--- config.mk ---
export PLATFORM = sky130hd
export DESIGN_NAME = nibble_writer8
export DESIGN_NICKNAME = d
export VERILOG_FILES = /design/src/rtl/nibble_writer8_pkg.sv /design/src/rtl/nibble_writer8_slot_decoder3_8.sv /design/src/rtl/nibble_writer8.sv
export SDC_FILE = /design/constraint.sdc
export NUM_CORES = 1
export LEC_CHECK = 0
export ABC_AREA = 1
export CAP_MARGIN = 30
export CORE_UTILIZATION = 30
export CTS_CLUSTER_DIAMETER = 120
export DETAILED_ROUTE_END_ITERATION = 16
export DONT_BUFFER_PORTS = 1
export SYNTH_ARGS = -nofsm -noshare
export SYNTH_HDL_FRONTEND = slang
export SYNTH_SLANG_ARGS = --single-unit
--- constraint.sdc ---
create_clock -name clk_i -period 5.6 [get_ports clk_i]
set_input_delay 1.12 -clock clk_i [delete_from_list [all_inputs] [get_ports clk_i]]
set_output_delay 1.12 -clock clk_i [all_outputs]
set_load 0.03 [all_outputs]
--- src/rtl/nibble_writer8_pkg.sv ---
// ============================================================================
// nibble_writer8_pkg : shared widths, FSM encoding and helpers for nibble_writer8
// Rev 1.0
// ============================================================================
`default_nettype none

package nibble_writer8_pkg;

  localparam int NIB_W   = 4;
  localparam int SLOTS   = 8;
  localparam int SLOT_AW = 3;

  localparam logic [SLOT_AW-1:0] LAST_SLOT = SLOT_AW'(SLOTS - 1);

  typedef enum logic [1:0] {
    ST_IDLE  = 2'd0,
    ST_FULL  = 2'd1,
    ST_CLEAR = 2'd2
  } state_e;

  // Backspace target: one slot back, saturating at slot 0.
  function automatic logic [SLOT_AW-1:0] cursor_back(input logic [SLOT_AW-1:0] c);
    return (c == '0) ? '0 : c - SLOT_AW'(1);
  endfunction

endpackage

`default_nettype wire

--- src/rtl/nibble_writer8_slot_decoder3_8.sv ---
// ============================================================================
// slot_decoder3_8 : 3-bit slot index + enable to one-hot slot write enable
// Rev 1.0
// ============================================================================
`default_nettype none

module slot_decoder3_8
  import nibble_writer8_pkg::*;
(
  input  logic [SLOT_AW-1:0] idx_i,
  input  logic               en_i,
  output logic [SLOTS-1:0]   onehot_o
);

  for (genvar k = 0; k < SLOTS; k++) begin : g_slot
    assign onehot_o[k] = en_i && (idx_i == SLOT_AW'(k));
  end

endmodule

`default_nettype wire

--- src/rtl/nibble_writer8.sv ---
// ============================================================================
// nibble_writer8 : cursor/addressed nibble writer with backspace and sweep clear
// Optional blank_o output enabled by macro NIBBLE_WRITER_BLANK_EN.  Rev 1.0
// ============================================================================
`default_nettype none

module nibble_writer8
  import nibble_writer8_pkg::*;
#(
  parameter bit WRAP = 1'b1
)
(
  input  logic                   clk_i,
  input  logic                   rst_ni,
  input  logic                   wr_valid_i,
  output logic                   wr_ready_o,
  input  logic [NIB_W-1:0]       wr_data_i,
  input  logic                   wr_addr_en_i,
  input  logic [SLOT_AW-1:0]     wr_addr_i,
  input  logic                   bksp_i,
  input  logic                   clr_i,
  output logic [SLOTS*NIB_W-1:0] word_o,
  output logic [SLOT_AW-1:0]     cursor_o,
  output logic                   full_o,
  output logic                   wr_ack_o
`ifdef NIBBLE_WRITER_BLANK_EN
  ,
  output logic [SLOTS-1:0]       blank_o
`endif
);

  state_e                 state_q, state_d;
  logic [SLOT_AW-1:0]     cursor_q, cursor_d;
  logic [SLOT_AW-1:0]     sweep_q, sweep_d;
  logic [SLOTS*NIB_W-1:0] word_q, word_d;
  logic                   full_q, full_d;
  logic                   ack_q, ack_d;

  logic [SLOT_AW-1:0]     tgt_idx;
  logic                   tgt_en;
  logic                   tgt_zero;
  logic [SLOTS-1:0]       slot_we;

  assign wr_ready_o = (state_q == ST_IDLE);

  always_comb begin
    state_d  = state_q;
    cursor_d = cursor_q;
    sweep_d  = sweep_q;
    ack_d    = 1'b0;
    tgt_idx  = cursor_q;
    tgt_en   = 1'b0;
    tgt_zero = 1'b0;
    case (state_q)
      ST_CLEAR: begin
        tgt_idx  = sweep_q;
        tgt_en   = 1'b1;
        tgt_zero = 1'b1;
        sweep_d  = sweep_q + SLOT_AW'(1);
        if (sweep_q == LAST_SLOT) begin
          cursor_d = '0;
          state_d  = ST_IDLE;
        end
      end
      default: begin
        // clr beats bksp beats write; losers are simply dropped.
        if (clr_i) begin
          state_d = ST_CLEAR;
          sweep_d = '0;
        end else if (bksp_i) begin
          state_d  = ST_IDLE;
          tgt_en   = 1'b1;
          tgt_zero = 1'b1;
          if (state_q == ST_FULL) begin
            tgt_idx = LAST_SLOT;
          end else begin
            tgt_idx  = cursor_back(cursor_q);
            cursor_d = cursor_back(cursor_q);
          end
        end else if (wr_valid_i && wr_ready_o) begin
          tgt_idx = wr_addr_en_i ? wr_addr_i : cursor_q;
          tgt_en  = 1'b1;
          ack_d   = 1'b1;
          if (!wr_addr_en_i) begin
            if (cursor_q == LAST_SLOT) begin
              if (WRAP) cursor_d = '0;
              else      state_d  = ST_FULL;
            end else begin
              cursor_d = cursor_q + SLOT_AW'(1);
            end
          end
        end
      end
    endcase
    full_d = (state_d == ST_FULL);
  end

  slot_decoder3_8 u_slot_dec (
    .idx_i    (tgt_idx),
    .en_i     (tgt_en),
    .onehot_o (slot_we)
  );

  always_comb begin
    word_d = word_q;
    for (int k = 0; k < SLOTS; k++) begin
      if (slot_we[k]) word_d[k*NIB_W +: NIB_W] = tgt_zero ? '0 : wr_data_i;
    end
  end

  always_ff @(posedge clk_i or negedge rst_ni) begin
    if (!rst_ni) begin
      state_q  <= ST_IDLE;
      cursor_q <= '0;
      sweep_q  <= '0;
      word_q   <= '0;
      full_q   <= 1'b0;
      ack_q    <= 1'b0;
    end else begin
      state_q  <= state_d;
      cursor_q <= cursor_d;
      sweep_q  <= sweep_d;
      word_q   <= word_d;
      full_q   <= full_d;
      ack_q    <= ack_d;
    end
  end

  assign word_o   = word_q;
  assign cursor_o = cursor_q;
  assign full_o   = full_q;
  assign wr_ack_o = ack_q;

`ifdef NIBBLE_WRITER_BLANK_EN
  logic [SLOTS-1:0] blank_q, blank_d;

  // A zeroed slot reads as blank; a written slot (even with 0) is shown.
  always_comb begin
    blank_d = blank_q;
    for (int k = 0; k < SLOTS; k++) begin
      if (slot_we[k]) blank_d[k] = tgt_zero;
    end
  end

  always_ff @(posedge clk_i or negedge rst_ni) begin
    if (!rst_ni) blank_q <= '1;
    else         blank_q <= blank_d;
  end

  assign blank_o = blank_q;
`endif

endmodule

`default_nettype wire

* Word level (Yosys, flattened, before mapping)
Cells that the tools add are included.
Operators by class: add/subtract/negate cells 3, equal/unequal tests 16, multiplexer cells 32, reduce and logical (&&, ||, !) cells 15
Operator list (count):
- $mux 3 | 17
- $eq 3x3->1 const B | 6
- $mux 1 | 10
- $logic_and 1x1->1 | 9
- $mux 2 | 4
- $add 3x1->3 const B | 2
- $eq 3x2->1 const B | 2
- $logic_not 3->1 | 2
- $reduce_and 5->1 | 1
- $eq 2x1->1 const B | 2
- $mux 4 | 1
- $eq 3x1->1 const B | 1
- $ne 3x1->1 const B | 1
- $ne 3x2->1 const B | 1
- $reduce_bool 3->1 | 1
- $sub 3x1->3 const B | 1
- $eq 2x2->1 const B | 1
- $logic_not 2->1 | 1
- $ne 2x1->1 const B | 1
- $ne 2x2->1 const B | 1
- $reduce_bool 2->1 | 1
Storage, ports and cells: flip-flop bits (word level) 42, output and inout port bits 38, word-level logic and storage cells 79

* Logic depth before layout (Yosys ltp)
depth after elaboration 8, mapped depth 14

* Hierarchy
Synthesis repeated with hierarchy kept, for this count alone.
Unflattened totals: cell total of the unflattened synthesis 210, area total of the unflattened synthesis 2072.0 um^2
Modules (own cells, without submodules):
- nibble_writer8 | instances 1, cells an instance 193, area each 2008.2 um^2
- slot_decoder3_8 | instances 1, cells an instance 17, area each 63.8 um^2

* Least setup slack after synthesis
Ideal clock, no wire load.
path type input to register, from input port bksp_i, to register word_q[24], in the netlist word_o[24], arrival time 2.116 ns, path slack 3.417 ns, cell stages on the path 8, path buffers 1, cells stage by stage inv_2 > nor2_1 > a21oi_1 > nand2_1 > a21oi_4 > buf_4 > nand4_1 > nand2_1
On the way: word-level cells in the longest chain between the ends 5, elaborated cells between the ends (all ways) 12
Ends and longest elaborated chain:
- start, declared | line nibble_writer8.sv:20 | input logic bksp_i,
- $mux 3 | line nibble_writer8.sv:70 | end else if (bksp_i) begin
- $mux 3 | line nibble_writer8.sv:67 | if (clr_i) begin
- $mux 3 | line nibble_writer8.sv:54 | case (state_q)
- $eq 3x3->1 | line nibble_writer8_slot_decoder3_8.sv:16 | assign onehot_o[k] = en_i && (idx_i == SLOT_AW'(k));
- $logic_and 1x1->1 | line nibble_writer8_slot_decoder3_8.sv:16
- end signal, assigned | line nibble_writer8.sv:123 | word_q <= word_d;
- end, declared | line nibble_writer8.sv:35 | logic [SLOTS*NIB_W-1:0] word_q, word_d;
Parallel ways exist; a longest one is shown, timed or not. A chain may end at the register's enable or synchronous reset.

* Worst setup path in the final report
from register cursor_q[0], in the netlist cursor_o[0], to register word_q[25], in the netlist word_o[25]
On the way: word-level cells in the longest chain between the ends 8, elaborated cells between the ends (all ways) 11
Ends and longest elaborated chain:
- start, declared | line nibble_writer8.sv:33 | logic [SLOT_AW-1:0] cursor_q, cursor_d;
- start signal, assigned | line nibble_writer8.sv:121 | cursor_q <= cursor_d;
- $sub 3x1->3 or $logic_not 3->1 (tied branches) | line nibble_writer8_pkg.sv:23 | return (c == '0) ? '0 : c - SLOT_AW'(1);
- $mux 3 | line nibble_writer8_pkg.sv:23
- $mux 3 | line nibble_writer8.sv:74 | if (state_q == ST_FULL) begin
- $mux 3 | line nibble_writer8.sv:70
- $mux 3 (*) | line nibble_writer8.sv:67
- $mux 3 (*) | line nibble_writer8.sv:54
- $eq 3x3->1 (*) | line nibble_writer8_slot_decoder3_8.sv:16
- $logic_and 1x1->1 (*) | line nibble_writer8_slot_decoder3_8.sv:16
Every way passes the cells marked *; elsewhere a longest branch is shown, timed or not.

==> metrics.md <==
| Metric | Value |
|---|---|
| Maximum VDD drop | `roughly 270 uV` |
| Sequential-to-total area share from yosys stat | `0.4797` |
| Measured slew at the worst slew-check pin | `0.7231 ns` |
| Flop pwr share | `0.469` |
| ANT cells | `0` |
| Root Driver | `clkbuf_8` |
| Std cell rows | `30` |
| IO buf count | `0` |
| Max-cap violations | `0` |
| Area Overhead vs Synth | `7.310%` |
| Clk buf depth | `2` |
| Clock power share | `0.130` |
| Die area | `7648 sq um` |
| Critical Path RT | `5.78 ns` |
| Core area | `6907 sq um` |
| Final wirelength | `4.998 mm` |
| CP Max Fanout | `20` |
| Clock Skews | `0.007497 ns` |
| Largest net degree at the start of global routing | `43` |
| DP HPWL | `3.688 mm` |
| Routed vias/inst | `about 4.7` |
| Fmax | `397.5 MHz` |
| Syn Nets | `about 280` |
| First-pass GRT wire length | `8.238 mm` |
| # IOs | `51` |
| Share of layout cells above drive strength 1 | `0.1288` |
| Die Y | `87.46 um` |
| All-layer global routing usage | `0.1415` |
| Worst setup SP type | `flop` |
| Outcome | `completed` |
| Dpl ws | `2.893 ns` |
| Vias in the first global route | `1,581` |
| Synth Area in XOR/XNOR | `0` |
| Post-synthesis mux area share | `0` |
| Seq cells post-synth | `42` |
| Total gr overflow | `0` |
| Initial Utilization | `0.3172` |
| Pins Over Slew Limit | `0` |
| Period Utilization, post-route | `0.4493` |
| Final Hold Viols | `0` |
| Final ANT Viol Nets | `0` |
| Leakage Power | `1.230 nW` |
| First drt pass iteration count | `4` |
| P_int | `0.0006722 W` |
| TritonCTS clock tree | `done` |
| Mapped Cells | `262` |
| DRC errors left | `0` |
| WS Path Type | `flop to flop` |
| Antenna violations before repair | `0` |
| DRT iter0 DRCs | `70` |
| Slew HR | `0.5161` |
| Adder-cell share of the synthesized area | `0.03998` |
| Setup TNS | `0 ns` |
| Min cycle time layout | `2.516 ns` |
| Largest family of logic cells by synthesized area | `simple AND/OR/NAND/NOR gates` |
| Synth Cell Area | `2191 sq um` |
| Worst Setup Slack, final | `3.084 ns` |
| Sw Pwr | `between 0.0008 and 0.0009 W` |
| Die X | `between 80 and 90 um` |
| Worst-Skew Late Latency | `~0.29 ns` |
| Worst min-delay path class | `input port to async pin` |
| Crit path capture type | `flop` |
| Post-CTS Setup Inserts | `0` |
| Fin nets | `283` |
| Final core occ | `0.3404` |
| Mean Syn Cell Area | `roughly 8.4 sq um` |
| RSZ-0062 raised after global routing | `no` |
| P per Cell Area | `between 600 and 700 nW/um^2` |
| Worst path arrival time | `2.70 ns` |
| Post-CTS Resized | `0` |
| CTS Hold Buffers Added | `0` |
| WL/cell | `13.88 um` |
| Num CTS Buffers | `5` |
| Yosys warns | `0` |
| RD Place Congestion | `0.9310` |
| Synth Area in Compound Gates | `0.06168` |
| Vias | `1,703` |
| H-tree depth | `2` |
| Comb power frac | `0.401` |
| Fillers | `~760` |
| Finish-stage setup viols | `0` |
| Yosys cell types | `24` |
| Switching share of power | `0.5581` |
| Clk slew on worst S/H paths | `0.09 ns` |
| Clock sink total | `42` |
| Post-Synth Simple-Gate Area | `0.3547` |
power by group through the flow:
stage	Clock (W)	Sequential (W)	Combinational, W
global route	0.000218	0.000734	0.000704
detailed placement	0	0.000725	0.000613
finish	0.000198	0.000714	0.000609
global placement	0	0.000722	0.000604
CTS	0.000206	0.000719	0.000614
floorplan	0	0.000689	0.000551
through the flow:
stage	power (W)	instances	instance area, sq um	hold slack, ns
6_report	0.001521	360	2351	0.5088
5_1_grt	0.001656	360	2351	0.4831
4_1_cts	0.001539	360	2351	0.4971
3_5_place_dp	0.001337	352	2265	0.5291
3_3_place_gp	0.001326	352	2265	0.5240
2_1_floorplan	0.001240	262	2191	0.4947
logic make-up after synthesis:
| group | count (synthesis) |
|---|---|
| AND/OR/NAND/NOR | 164 |
| flip-flops | 42 |
| buffers and inverters | 31 |
| AO/OA/AOI/OAI | 18 |
| adder cells (fa/ha/maj) | 7 |
placed cells by master, fill, tap and decap left out, types with 2 or more instances in the layout:
cell      netlist  routed
a21oi_1         2       2
nor2_4          3       3
o21ai_0        10      10
ha_1            7       7
nor2_2          3       3
nand2_1        93      93
a21oi_4         2       2
nand2_2         4       4
nor3_1          2       2
clkbuf_8        0       5
nor2_1         14      14
nand3_1        17      17
nand4_1        21      21
inv_1          19      19
nand3_2         6       6
inv_2           6       6
dfrtp_1        42      42
state kept, by name, indices dropped and copies added, names as in the netlist:
name	count
cursor_o	3
full_o	1
state_q	2
sweep_q	3
word_o	32
wr_ack_o	1
worst paths after layout:
check	start	end	slack, ns	cells past startpoint
worst max register to register	cursor_o[0]$_DFFE_PN0P_	word_o[25]$_DFFE_PN0P_	3.08	12
max in group asynchronous	rst_ni	full_o$_DFF_PN0_	4.99	0
min in group clk_i	sweep_q[2]$_DFFE_PN0P_	sweep_q[2]$_DFFE_PN0P_	0.55	1
worst min register to register	sweep_q[2]$_DFFE_PN0P_	sweep_q[2]$_DFFE_PN0P_	0.55	1
worst min-delay path	rst_ni	cursor_o[1]$_DFFE_PN0P_	0.51	0
worst max-delay path	cursor_o[0]$_DFFE_PN0P_	word_o[25]$_DFFE_PN0P_	3.08	12
layout make-up:
type	instances	area (sq um)	share of cell area
clock buffer	6	72.57	0.03087
clock inverter	2	13.76	0.005854
inverter	25	93.84	0.03991
multi-input combinational	189	999.7	0.4252
sequential	42	1051	0.4470
tap	96	120.1	0.05109
worst max-delay path: stages, from the launching register on:
cell and delay [ns]:
dfrtp_1 0.59, inv_1 0.14, ha_1 0.27, inv_1 0.08, nand2_1 0.07, nand3_1 0.09, nand2_1 0.05, nand2_1 0.06
nand3_2 0.10, nor2_2 0.57, nand3_2 0.20, nand2_1 0.10, nand2_1 0.06
routing by layer:
layer  GRT usage  vias to the layer above  wire length [um]
li1            -                      861                 -
met1      0.1929                      780              2318
met2      0.2088                       53              2247
met3     0.04929                        9               380
met4     0.04620                        0                51
met5           0                        -                 0
cells in the mapped netlist:
cell type,number,area share
nand2_1,93,0.16
dfrtp_1,42,0.48
nand4_1,21,0.060
inv_1,19,0.033
nand3_1,17,0.039
nor2_1,14,0.024
o21ai_0,10,0.023
ha_1,7,0.040
inv_2,6,0.010
nand3_2,6,0.027
buf_4,4,0.014
nand2_2,4,0.011
nor2_2,3,0.0086
nor2_4,3,0.015
a21oi_1,2,0.0046
a21oi_4,2,0.015
nor3_1,2,0.0046
a21oi_2,1,0.0040
a22o_1,1,0.0040
buf_2,1,0.0023
buf_6,1,0.0051
nand2_4,1,0.0051
o2111ai_1,1,0.0040
o21ai_4,1,0.0074
Note: power is estimated with default switching activity, not from simulation.
